File: src/rtl/split_target_port_p.sv
// split_target_port_p: serial-bus target port with split-transaction response path.
// Optional feature: define SPLIT_TGT_PARITY_EN for an even parity bit after every bus word.
module split_target_port_p #(
    parameter int ADDR_WIDTH = 16,
    parameter int DATA_WIDTH = 8,
    parameter int RESP_DEPTH = 4
) (
    input  logic                              clk,
    input  logic                              rst_n,
    input  logic                              bus_data_in,
    input  logic                              bus_data_in_valid,
    input  logic                              bus_mode,
    input  logic                              bus_rw,
    output logic                              bus_data_out,
    output logic                              bus_data_out_valid,
    input  logic                              split_en,
    input  logic                              arbiter_grant,
    output logic                              arbiter_split_req,
    output logic [ADDR_WIDTH-1:0]             target_addr_in,
    output logic                              target_addr_in_valid,
    output logic [DATA_WIDTH-1:0]             target_data_in,
    output logic                              target_data_in_valid,
    output logic                              target_rd_req,
    input  logic [DATA_WIDTH-1:0]             target_data_out,
    input  logic                              target_data_out_valid,
    output logic                              target_data_out_ready,
    output logic [$clog2(RESP_DEPTH+1)-1:0]   resp_count,
    output logic                              rx_overrun,
    output logic                              rx_parity_err
);
`ifdef SPLIT_TGT_PARITY_EN
    localparam int PAR = 1;
`else
    localparam int PAR = 0;
`endif
    localparam bit PB = PAR != 0;
    localparam int AC_W = $clog2(ADDR_WIDTH + 2);
    localparam int DC_W = $clog2(DATA_WIDTH + 2);
    localparam int PW = $clog2(RESP_DEPTH);
    localparam int CW = $clog2(RESP_DEPTH + 1);
    localparam logic [AC_W-1:0] A_W = AC_W'(ADDR_WIDTH);
    localparam logic [AC_W-1:0] A_RW = AC_W'(ADDR_WIDTH - 1);
    localparam logic [AC_W-1:0] A_LAST = AC_W'(ADDR_WIDTH - 1 + PAR);
    localparam logic [DC_W-1:0] D_W = DC_W'(DATA_WIDTH);
    localparam logic [DC_W-1:0] D_LAST = DC_W'(DATA_WIDTH - 1 + PAR);
    localparam logic [PW-1:0] P_LAST = PW'(RESP_DEPTH - 1);
    localparam logic [CW-1:0] FULL = CW'(RESP_DEPTH);

    typedef enum logic [1:0] {IDLE, REQ, LOAD, SEND} state_t;

    state_t                state_q, state_d;
    logic [AC_W-1:0]       addr_cnt;
    logic [DC_W-1:0]       data_cnt;
    logic [ADDR_WIDTH-1:0] addr_sh, a_word;
    logic [DATA_WIDTH-1:0] data_sh, d_word;
    logic                  rw_q, rw_now, addr_pending, data_pending;
    logic                  rx_en, a_bit, d_bit, a_acc, d_acc, a_last, d_last;
    logic                  a_par_ok, d_par_ok, a_done, d_done, a_perr, d_perr;
    logic                  a_rd, a_wr, ap, dp, fire_wr;
    logic [DATA_WIDTH-1:0] mem [RESP_DEPTH];
    logic [PW-1:0]         wr_ptr, rd_ptr;
    logic [CW-1:0]         count;
    logic                  push, pop;
    logic [DATA_WIDTH:0]   shift_q;
    logic [DC_W-1:0]       bit_cnt;

    // Half duplex: the receiver only listens while nothing is being loaded or sent.
    assign rx_en    = state_q == IDLE || state_q == REQ;
    assign a_bit    = rx_en && bus_data_in_valid && !bus_mode;
    assign d_bit    = rx_en && bus_data_in_valid && bus_mode;
    assign a_acc    = a_bit && !addr_pending;
    assign d_acc    = d_bit && !data_pending;
    assign a_last   = a_acc && addr_cnt == A_LAST;
    assign d_last   = d_acc && data_cnt == D_LAST;
    assign a_par_ok = !PB || !(^addr_sh ^ bus_data_in);
    assign d_par_ok = !PB || !(^data_sh ^ bus_data_in);
    assign a_word   = PB ? addr_sh : {bus_data_in, addr_sh[ADDR_WIDTH-1:1]};
    assign d_word   = PB ? data_sh : {bus_data_in, data_sh[DATA_WIDTH-1:1]};
    assign rw_now   = PB ? rw_q : bus_rw;
    assign a_done   = a_last && a_par_ok;
    assign d_done   = d_last && d_par_ok;
    assign a_perr   = a_last && !a_par_ok;
    assign d_perr   = d_last && !d_par_ok;
    assign a_rd     = a_done && !rw_now;
    assign a_wr     = a_done && rw_now;
    // A write fires as soon as both halves are present, including the cycle the later one completes.
    assign ap       = addr_pending || a_wr;
    assign dp       = data_pending || d_done;
    assign fire_wr  = ap && dp;

    // Receive path: deserialise words, hold write halves, emit delivery pulses.
    always_ff @(posedge clk or negedge rst_n) begin
        if (!rst_n) begin
            addr_cnt             <= '0;
            data_cnt             <= '0;
            addr_sh              <= '0;
            data_sh              <= '0;
            rw_q                 <= 1'b0;
            addr_pending         <= 1'b0;
            data_pending         <= 1'b0;
            target_addr_in       <= '0;
            target_data_in       <= '0;
            target_addr_in_valid <= 1'b0;
            target_data_in_valid <= 1'b0;
            target_rd_req        <= 1'b0;
            rx_overrun           <= 1'b0;
            rx_parity_err        <= 1'b0;
        end else begin
            if (a_acc) begin
                addr_cnt <= a_last ? '0 : addr_cnt + 1'b1;
                if (addr_cnt < A_W) addr_sh <= {bus_data_in, addr_sh[ADDR_WIDTH-1:1]};
                if (addr_cnt == A_RW) rw_q <= bus_rw;
            end
            if (d_acc) begin
                data_cnt <= d_last ? '0 : data_cnt + 1'b1;
                if (data_cnt < D_W) data_sh <= {bus_data_in, data_sh[DATA_WIDTH-1:1]};
            end
            if (a_done) target_addr_in <= a_word;
            if (d_done) target_data_in <= d_word;
            addr_pending         <= ap && !fire_wr;
            data_pending         <= dp && !fire_wr;
            target_addr_in_valid <= a_rd || fire_wr;
            target_data_in_valid <= fire_wr;
            target_rd_req        <= a_rd;
            rx_overrun           <= a_bit && addr_pending;
            rx_parity_err        <= PB && (a_perr || d_perr);
        end
    end

    assign target_data_out_ready = count != FULL;
    assign push                  = target_data_out_valid && target_data_out_ready;
    assign resp_count            = count;

    // Response FIFO storage; contents are don't-care until written.
    always_ff @(posedge clk) begin
        if (push) mem[wr_ptr] <= target_data_out;
    end

    // Transmit FSM next state and Moore outputs.
    always_comb begin
        state_d            = state_q;
        pop                = 1'b0;
        arbiter_split_req  = 1'b0;
        bus_data_out_valid = 1'b0;
        case (state_q)
            IDLE: if (count != '0) state_d = split_en ? REQ : LOAD;
            REQ: begin
                arbiter_split_req = 1'b1;
                if (arbiter_grant) state_d = LOAD;
            end
            LOAD: begin
                pop     = 1'b1;
                state_d = SEND;
            end
            SEND: begin
                bus_data_out_valid = 1'b1;
                if (bit_cnt == D_LAST) state_d = IDLE;
            end
            default: state_d = IDLE;
        endcase
    end

    assign bus_data_out = bus_data_out_valid && shift_q[0];

    // FSM state, FIFO pointers/occupancy and the transmit shifter.
    always_ff @(posedge clk or negedge rst_n) begin
        if (!rst_n) begin
            state_q <= IDLE;
            wr_ptr  <= '0;
            rd_ptr  <= '0;
            count   <= '0;
            shift_q <= '0;
            bit_cnt <= '0;
        end else begin
            state_q <= state_d;
            count   <= count + CW'(push) - CW'(pop);
            if (push) wr_ptr <= wr_ptr == P_LAST ? '0 : wr_ptr + 1'b1;
            if (pop) rd_ptr <= rd_ptr == P_LAST ? '0 : rd_ptr + 1'b1;
            if (state_q == LOAD) begin
                shift_q <= {^mem[rd_ptr], mem[rd_ptr]};
                bit_cnt <= '0;
            end else if (state_q == SEND) begin
                shift_q <= shift_q >> 1;
                bit_cnt <= bit_cnt + 1'b1;
            end
        end
    end
endmodule

File: config.mk
export PLATFORM = sky130hd
export DESIGN_NAME = split_target_port_p
export DESIGN_NICKNAME = d
export VERILOG_FILES = /design/src/rtl/split_target_port_p.sv
export SDC_FILE = /design/constraint.sdc
export NUM_CORES = 1
export LEC_CHECK = 0
export CORE_MARGIN = 2
export CORE_UTILIZATION = 60
export CTS_CLUSTER_SIZE = 25
export DETAILED_ROUTE_END_ITERATION = 10
export PLACE_DENSITY = 0.95
export REMOVE_ABC_BUFFERS = 1
export SLEW_MARGIN = 20
export SYNTH_ARGS = -nofsm -noshare
export SYNTH_HDL_FRONTEND = slang
export SYNTH_SLANG_ARGS = --single-unit
File: constraint.sdc
create_clock -name clk -period 5.94 [get_ports clk]
set_clock_uncertainty 0.1 [all_clocks]
set_input_delay 1.188 -clock clk [delete_from_list [all_inputs] [get_ports clk]]
set_output_delay 1.188 -clock clk [all_outputs]
set_load 0.02 [all_outputs]
-- Yosys cells after proc, flatten, opt, wreduce, memory -nomap -nowiden
Memories as Yosys holds them, arrays and structs flattened.
Cells that the tools add are included.
W data, S select, Z words.
- $add $sub $neg: 7
- multipliers: 0
- divide/modulo/power cells: 0
- magnitude comparators: 2
- eq/ne operators: 12
- shift-type cells: 0
- multiplexer cells: 18
- bitwise operators: 0
- reduce and logical (&&, ||, !) cells: 31
- operators with widths (kind ; number):
    $mux W9 ; 2
    $logic_and A1 B1 Y1 ; 15
    $mux W2 ; 6
    $mux W4 ; 3
    $add A4 B1 Y4 const B ; 2
    $eq A2 B2 Y1 const B ; 4
    $eq A4 B3 Y1 const B ; 2
    $pmux W2 S4 ; 1
    $reduce_xor A8 Y1 ; 1
    $add A5 B1 Y5 const B ; 1
    $eq A5 B4 Y1 const B ; 1
    $logic_not A1 Y1 ; 5
    $lt A5 B5 Y1 const B ; 1
    $mux W1 ; 5
    $mux W5 ; 1
    $add A2 B1 Y2 const B ; 2
    $logic_or A1 B1 Y1 ; 4
    $lt A4 B4 Y1 const B ; 1
    $ne A2 B2 Y1 const B ; 2
    $reduce_and A2 Y1 ; 2
    $add A3 B1 Y3 ; 1
    $ne A3 B3 Y1 const B ; 1
    $reduce_and A3 Y1 ; 1
    $reduce_bool A3 Y1 ; 1
    other kinds (5) ; 5
- flip-flop bits (word level): 85
- bits in latches: 0
- RAM bits: 32
- ROM bits: 0
- input port bits: 17
- output and inout bits: 36
- word-level logic and storage cells: 89
- memories kept: 1
- memories (memory ; depth ; bits a word ; read ports ; clocked after memory_dff ; wr ports ; RTL line ; RTL):
    mem ; 4 ; 8 ; 1 ; 0 ; 1 ; 60 ; logic [DATA_WIDTH-1:0] mem [RESP_DEPTH];

-- Logic depth before layout (Yosys ltp)
Gate-level depths: netlist (run 1).
- depth in word-level cells: 11
- depth in mapped cells: 10
- depth with buffers taken out: 8

-- Worst setup path after synthesis (run 1)
No wires, ideal clock.
- path type: register to output
- from: register state_q[0]
- to: output port bus_data_out
- arrival: 1.639 ns
- data required time: 4.652 ns
- setup slack: 3.013 ns
- cell stages (with the launch flop): 5
- buffers on the path: 2
- cells stage by stage: dfrtp_1 > ha_1 > clkbuf_1 > clkbuf_1 > and2_1
- word-level cells in the longest chain between the ends: 3
- RTL lines (item ; RTL line ; RTL):
    start: declaration ; 51 ; state_t state_q, state_d;
    start signal: assignment ; 175 ; state_q <= state_d;
    $eq A2 B2 Y1 ; 145 ; case (state_q)
    $mux W1 ; 145 ;
    via bus_data_out_valid ; 15 ; output logic bus_data_out_valid,
    $logic_and A1 B1 Y1 ; 163 ; assign bus_data_out = bus_data_out_valid && shift_q[0];
    end: declaration ; 14 ; output logic bus_data_out,
The timed path passes the listed nets, and every way through them passes these cells.

-- Worst setup path in the final report (run 1)
- from: register state_q[0]
- to: output port bus_data_out
- word-level cells in the longest chain between the ends: 3
- RTL lines (item ; RTL line):
    $eq A2 B2 Y1 ; 145
    $mux W1 ; 145
    $logic_and A1 B1 Y1 ; 163
No other way between the ends.

==> results of run 1 <==
[power by group through the flow]
| stage | Sequential (W) | Combinational [W] | Clock [W] |
|---|---|---|---|
| after floorplan | 0.00119 | 0.000595 | 0 |
| after global placement | 0.00119 | 0.000793 | 0 |
| after detailed placement | 0.00121 | 0.000847 | 0 |
| after CTS | 0.00120 | 0.000880 | 0.000996 |
| after global routing | 0.00123 | 0.000961 | 0.00104 |
| final | 0.00121 | 0.000876 | 0.000986 |
[stage by stage]
| stage | hold slack, ns | area, um^2 |
|---|---|---|
| after floorplan | 0.335 | 4690 |
| after global placement | 0.351 | 5340 |
| after detailed placement | 0.365 | 5340 |
| after CTS | 0.386 | 5920 |
| after global routing | 0.404 | 5930 |
| final | 0.384 | 5930 |
[registers in the layout, indices dropped and copies added (netlist names)]
register              count
addr_cnt                  5
addr_pending              1
addr_sh                  15
bit_cnt                   4
data_cnt                  4
data_pending              1
data_sh                   7
mem                      32
rd_ptr                    2
resp_count                3
rx_overrun                1
shift_q                   9
state_q                   2
target_addr_in           16
target_addr_in_valid      1
target_data_in            8
target_data_in_valid      1
target_rd_req             1
wr_ptr                    2
[cell usage after synthesis]
master,number,share of area [%]
dfrtp_1,83,43
nand2_1,67,5.2
mux2_2,33,7.8
edfxtp_1,32,20
ha_1,15,3.9
mux2i_1,13,2.7
nor2_1,11,0.86
o21ai_0,11,1.1
inv_1,10,0.78
xnor2_1,10,1.8
mux4_2,8,3.8
clkbuf_1,6,0.47
and3_1,5,0.65
xor2_1,5,0.91
buf_4,4,0.63
nor3_1,4,0.42
buf_6,3,0.71
nand4_1,3,0.39
a21o_1,2,0.31
a21oi_1,2,0.21
buf_2,2,0.21
nand2b_1,2,0.26
nor2b_1,2,0.26
nor3b_1,2,0.31
a222oi_1,1,0.21
a22o_1,1,0.18
and2_1,1,0.13
conb_1,1,0.078
fa_1,1,0.42
nand3b_1,1,0.16
nor2_4,1,0.24
nor4_1,1,0.13
nor4b_2,1,0.31
o21ai_2,1,0.18
o31a_1,1,0.18
o32a_2,1,0.24
or3_1,1,0.13
or4_4,1,0.24
[routing by layer]
layer / up-vias / routed length [um] / track usage [%]
met5: - / 0 / 0
met4: 0 / 170 / 8.70
met3: 15 / 478 / 7.17
met2: 96 / 5290 / 41.5
met1: 1513 / 3740 / 30.4
li1: 1325 / - / -
[worst min-delay path, stage by stage, from the launching register on]
cell	delay [ns]
dfrtp_1	0.34
nand2_1	0.06
nand2_1	0.06
[worst paths after layout]
kind / startpoint / endpoint
worst max register to register: state_q[1] / target_data_in[6]
worst min-delay path: target_addr_in[6] / target_addr_in[6]
worst max-delay path: state_q[0] / bus_data_out
worst min register to register: target_addr_in[6] / target_addr_in[6]
min in group asynchronous: rst_n / addr_sh[13]
max in group asynchronous: rst_n / bit_cnt[1]
[area by class of cell]
class                      instances  area, um^2
timing repair buffer              52         519
inverter                          10        37.5
clock inverter                    14         150
tap                              102         128
clock buffer                      18         428
sequential                       115        3040
multi-input combinational        209        1630
fill                             415        1800
[kinds of logic after synthesis]
kind of cell,Yosys count,synth area share (%)
and+or+nand+nor,103,9.74
muxes,54,14.2
DFF,115,63.4
adders and majority gates,16,4.34
other,1,0.0783
buffers and inverters,25,2.79
AOI/OAI and AO/OA,20,2.66
xor gates and xnor gates,15,2.74
==> reports/metrics.yaml, run 1 <==
die:
  placeableCoreArea_mm2: 0.00773
  core.rowCount: 32
  die_w_um: 93.4
  die-area_mm2: 0.00872
  die-height_um: 93.4
  io_pins: 53
  start_util_pct: 62.0
clock_tree:
  cts_buffers: 17
  cts_tree: "done"
  cts_htree_levels: 4
  hold_buffers: 0
  cts_resized: 0
  postCtsSetupBuffers: 0
  insertion_delay_ns: 0.51
  clock-root-buffer: "clkbuf_8"
  cts_buffer_depth: 2
  clk_pin_slew_ns: 0.06
  cts.sinks: 115
power:
  p_int_w: 0.00208
  p_per_area_mw_per_mm2: 517
  swShare_pct: 32.3
  max-vdd-ir-drop_uv: 389
  power_w: 0.00307
  power_leakage_nw: 2.62
  switchingPower_w: 0.000991
  pwr-share-comb_pct: 28.6
  clockPowerShare_pct: 32.2
  seqPwrFrac_pct: 39.3
routing:
  dr.pass1.iters: 6
  drt_iter0_drc: 207
  drt_wl_total_um: 9670
  vias: 2949
  vias_per_cell: 5.67
  ant_nets: 0
  wl_per_cell_um: 18.6
  post-route-drc-count: 0
yosys:
  netlist_area_mm2: 0.00479
  ys_warn_count: 0
  ys_seq_area_share_pct: 63.4
  synth_cell_types: 38
  netlist_instances: 349
  ys_ff_latch: 115
  avgSynthCellArea_um2: 13.7
min_path:
  hold_class: "reg -> reg"
  whs_path_depth: 2
setup_path:
  crit_arrival_ns: 2.42
  crit_chain: "ha_1 -> and2_1 -> clkdlybuf4s50_1"
  cp.required_ns: 4.65
  ff2ff_path_depth: 6
  startpoint_type: "flip-flop"
  cp-end-kind: "primary output"
  cp_num_buf_inv: 1
  crit_family: "adder cells"
  cpMaxStageDelayCell: "ha_1"
  path_class: "reg -> out"
  cp.depth: 3
  max_stage_delay_ns: 0.70
  cp_max_fo: 16
  r2r_setup_slack_ns: 3.04
sta:
  period_share_pct: 62.5
  tightest_slew_ns: 0.883
  final_max_slew_viol_count: 0
  hold_violations: 0
  worst_slew_margin_rel_pct: 41.0
  min_period_ns: 3.71
  fmax_mhz: 269
  finalSetupViolations: 0
  finalSetupTns_ns: 0
  setup_slack_ns: 2.23
  rsz0062_at_grt: "false"
grt:
  grt_pass1_wl_um: 16000
  track_usage_pct: 24.6
  grt-ovfl-total: 0
  antenna_found_initial: 0
  grt_max_degree: 84
  grt_pass1_vias: 3200
layout:
  diodes: 0
  drive_gt1_share_pct: 19.6
  final_cell_mix: "dfrtp_1 (83), nand2_1 (67), clkdlybuf4s50_1 (50)"
  final_cells: 520
  area_growth_pct: 23.7
  final_util_pct: 76.7
  nets: 438
  final_common_cell: "dfrtp_1"
place:
  dp_slack_ns: 2.16
  hpwlAfterDp_um: 5640
  gp_congestion: 0.750
  io_buffers: 51
  dp_cells: 488
flow_run:
  drv_cap: 0
status:
  status: "finished, final reports clean"
Note: power is estimated with default switching activity, not from simulation.
==> run 2: changes to the inputs <==
- CORE_UTILIZATION: 60 -> 56
- PLACE_DENSITY: 0.95 -> 0.9
- clock period: 5.94 -> 3.5 ns (I/O delays scaled with it)
==> run 2 against run 1 <==
Net effect: critical path depth did not move; register-to-register slack worse by 2.0 ns; setup slack lost 1.5 ns; sequential cell count unchanged; worst hold slack worse by 0.27 ns; sequential share of layout area decreased by 0.20 points; largest cell class unchanged; count of clock-buffer cells in the layout fell by 1.
==> reports/metrics.yaml, run 2 (same netlist as run 1, synthesis figures left out) <==
grt:
  grt_max_degree: 84  # unchanged
  grt_pass1_vias: 2819  # -12%
  grt_pass1_wl_um: 13500  # -16%
  track_usage_pct: 19.7  # -4.9 points
  grt-ovfl-total: 0  # unchanged
  antenna_found_initial: 0  # unchanged
layout:
  diodes: 0  # unchanged
  largest_reg_flops: 32  # unchanged
  top_regs: "mem x32, target_addr_in x16, addr_sh x15"
  largest_register: "mem"
  nFillCells: 519  # +25%
  final_cell_mix: "dfrtp_1 (83), nand2_1 (67), clkdlybuf4s50_1 (50)"
  final_cells: 527  # +1.3%
  area_growth_pct: 24.2
  final_util_pct: 72.1  # -4.6 points
  drive_gt1_share_pct: 19.9  # +0.29 points
  final_common_cell: "dfrtp_1"
  nets: 442  # +0.91%
place:
  hpwlAfterDp_um: 5440  # -3.4%
  gp_congestion: 0.753  # +0.40%
  io_buffers: 51  # unchanged
  dp_cells: 495  # +1.4%
setup_path:
  crit_chain: "inv_1 -> ha_1 -> clkdlybuf4s50_1"
  crit_family: "buffers and inverters"
  crit_arrival_ns: 1.96  # -0.46 ns
  max_stage_delay_ns: 0.64  # -0.06 ns
  cpMaxStageDelayCell: "clkdlybuf4s50_1"
  reg2reg_to: "target_addr_in_valid"
  cp.required_ns: 2.70  # -1.95 ns
  r2r-start: "state_q[1]"
  cp_num_buf_inv: 2  # +1
  path_class: "reg -> out"
  startpoint_type: "flip-flop"
  ff2ff_path_depth: 7  # +1
  cp_max_fo: 4  # -12
  r2r_setup_slack_ns: 1.06  # -1.98 ns
  cp-end-kind: "primary output"
power:
  seqPwrFrac_pct: 39.8  # +0.5 points
  power_leakage_nw: 2.63  # +0.26%
  p_int_w: 0.00351  # +69%
  clockPowerShare_pct: 32.1  # about the same
  swShare_pct: 31.2  # -1.1 points
  pwr-share-comb_pct: 28.0  # -0.6 points
  p_per_area_mw_per_mm2: 856  # +65%
  switchingPower_w: 0.00159  # +60%
  max-vdd-ir-drop_uv: 543  # +40%
die:
  die-height_um: 96.5  # +3.4%
  io_pins: 53  # unchanged
  start_util_pct: 58.0  # -4.0 points
  core.rowCount: 33  # +3.1%
  die-area_mm2: 0.00931  # +6.8%
  die_w_um: 96.5  # +3.4%
  placeableCoreArea_mm2: 0.00826  # +6.9%
routing:
  ant_nets: 0  # unchanged
  dr.pass1.iters: 5  # -1
  drt_wl_total_um: 8320  # -14%
  post-route-drc-count: 0  # unchanged
  vias: 2794  # -5.3%
  drt_iter0_drc: 88  # -57%
  wl_per_cell_um: 15.8  # -15%
  vias_per_cell: 5.30  # -6.5%
flow_run:
  drv_cap: 0  # unchanged
clock_tree:
  cts_tree: "done"
  cts_buffers: 17  # unchanged
  cts_htree_levels: 4  # unchanged
  cts_resized: 0  # unchanged
  hold_buffers: 0  # unchanged
  clk_pin_slew_ns: 0.06  # about the same
  postCtsSetupBuffers: 0  # unchanged
  cts.sinks: 115  # unchanged
  insertion_delay_ns: 0.52  # about the same
  clock-root-buffer: "clkbuf_8"
  cts_buffer_depth: 2  # unchanged
sta:
  tightest_slew_ns: 0.722  # -0.161 ns
  fmax_mhz: 362
  finalSetupViolations: 0  # unchanged
  min_period_ns: 2.76
  finalSetupTns_ns: 0  # unchanged
  rsz0062_at_grt: "false"
  period_share_pct: 78.9
  final_max_slew_viol_count: 0  # unchanged
  hold_violations: 0  # unchanged
  worst_slew_margin_rel_pct: 51.8  # +11 points
status:
  status: "finished, final reports clean"
min_path:
  hold_class: "in -> async"
## run 2: changes by cell type in the layout (fill, tap and decap cells not counted), sizes merged
cell / delta
clkbuf: -1
inv: -3
clkinv: +2
buf: +4
clkinvlp: +2
## run 2: worst max-delay path by stage
stage / startpoint / end / slack (ns) / cells past startpoint
after floorplan: state_q[1] / data_pending / 0.03 / 7
after global placement: bus_data_in_valid / target_addr_in_valid / 0.74 / 6
after detailed placement: bus_data_in_valid / target_data_in[3] / 0.70 / 6
after CTS: state_q[1] / arbiter_split_req / 0.72 / 3
after global routing: state_q[1] / arbiter_split_req / 0.67 / 3
final: state_q[1] / arbiter_split_req / 0.74 / 3
## run 2: metrics by stage
| stage | area, um^2 | worst slack [ns] | hold WS (ns) | total power, W |
|---|---|---|---|---|
| 5_1_grt | 5950 | 0.669 | 0.181 | 0.00538 |
| 2_1_floorplan | 4690 | 0.0288 | 0.304 | 0.00303 |
| 4_1_cts | 5950 | 0.717 | 0.293 | 0.00514 |
| 3_5_place_dp | 5380 | 0.702 | 0.368 | 0.00348 |
| 6_report | 5950 | 0.740 | 0.117 | 0.00510 |
| 3_3_place_gp | 5380 | 0.741 | 0.360 | 0.00339 |
## run 2: routing by layer
metal / track usage, % / vias to the layer above / share of wire, %
met5: 0 / - / 0
met4: 9.39 / 0 / 1.7
met3: 4.65 / 15 / 3.1
met2: 31.9 / 53 / 50
met1: 25.3 / 1391 / 45
li1: - / 1335 / -
## run 2: area by class of cell
| cell class | instances | area [um^2] | area share, % |
|---|---|---|---|
| multi-input combinational | 209 | 1630 | 27.3 |
| inverter | 10 | 37.5 | 0.631 |
| clock inverter | 15 | 156 | 2.63 |
| clock buffer | 17 | 414 | 6.96 |
| tap | 105 | 131 | 2.21 |
| sequential | 115 | 3040 | 51.0 |
| timing repair buffer | 56 | 549 | 9.23 |
## run 2: power groups by stage
stage               clock, W  combinational (W)  sequential [W]
floorplan                  0            0.00101         0.00202
global placement           0            0.00137         0.00202
detailed placement         0            0.00144         0.00204
CTS                  0.00166            0.00145         0.00203
global route         0.00172            0.00158         0.00208
finish               0.00164            0.00143         0.00203
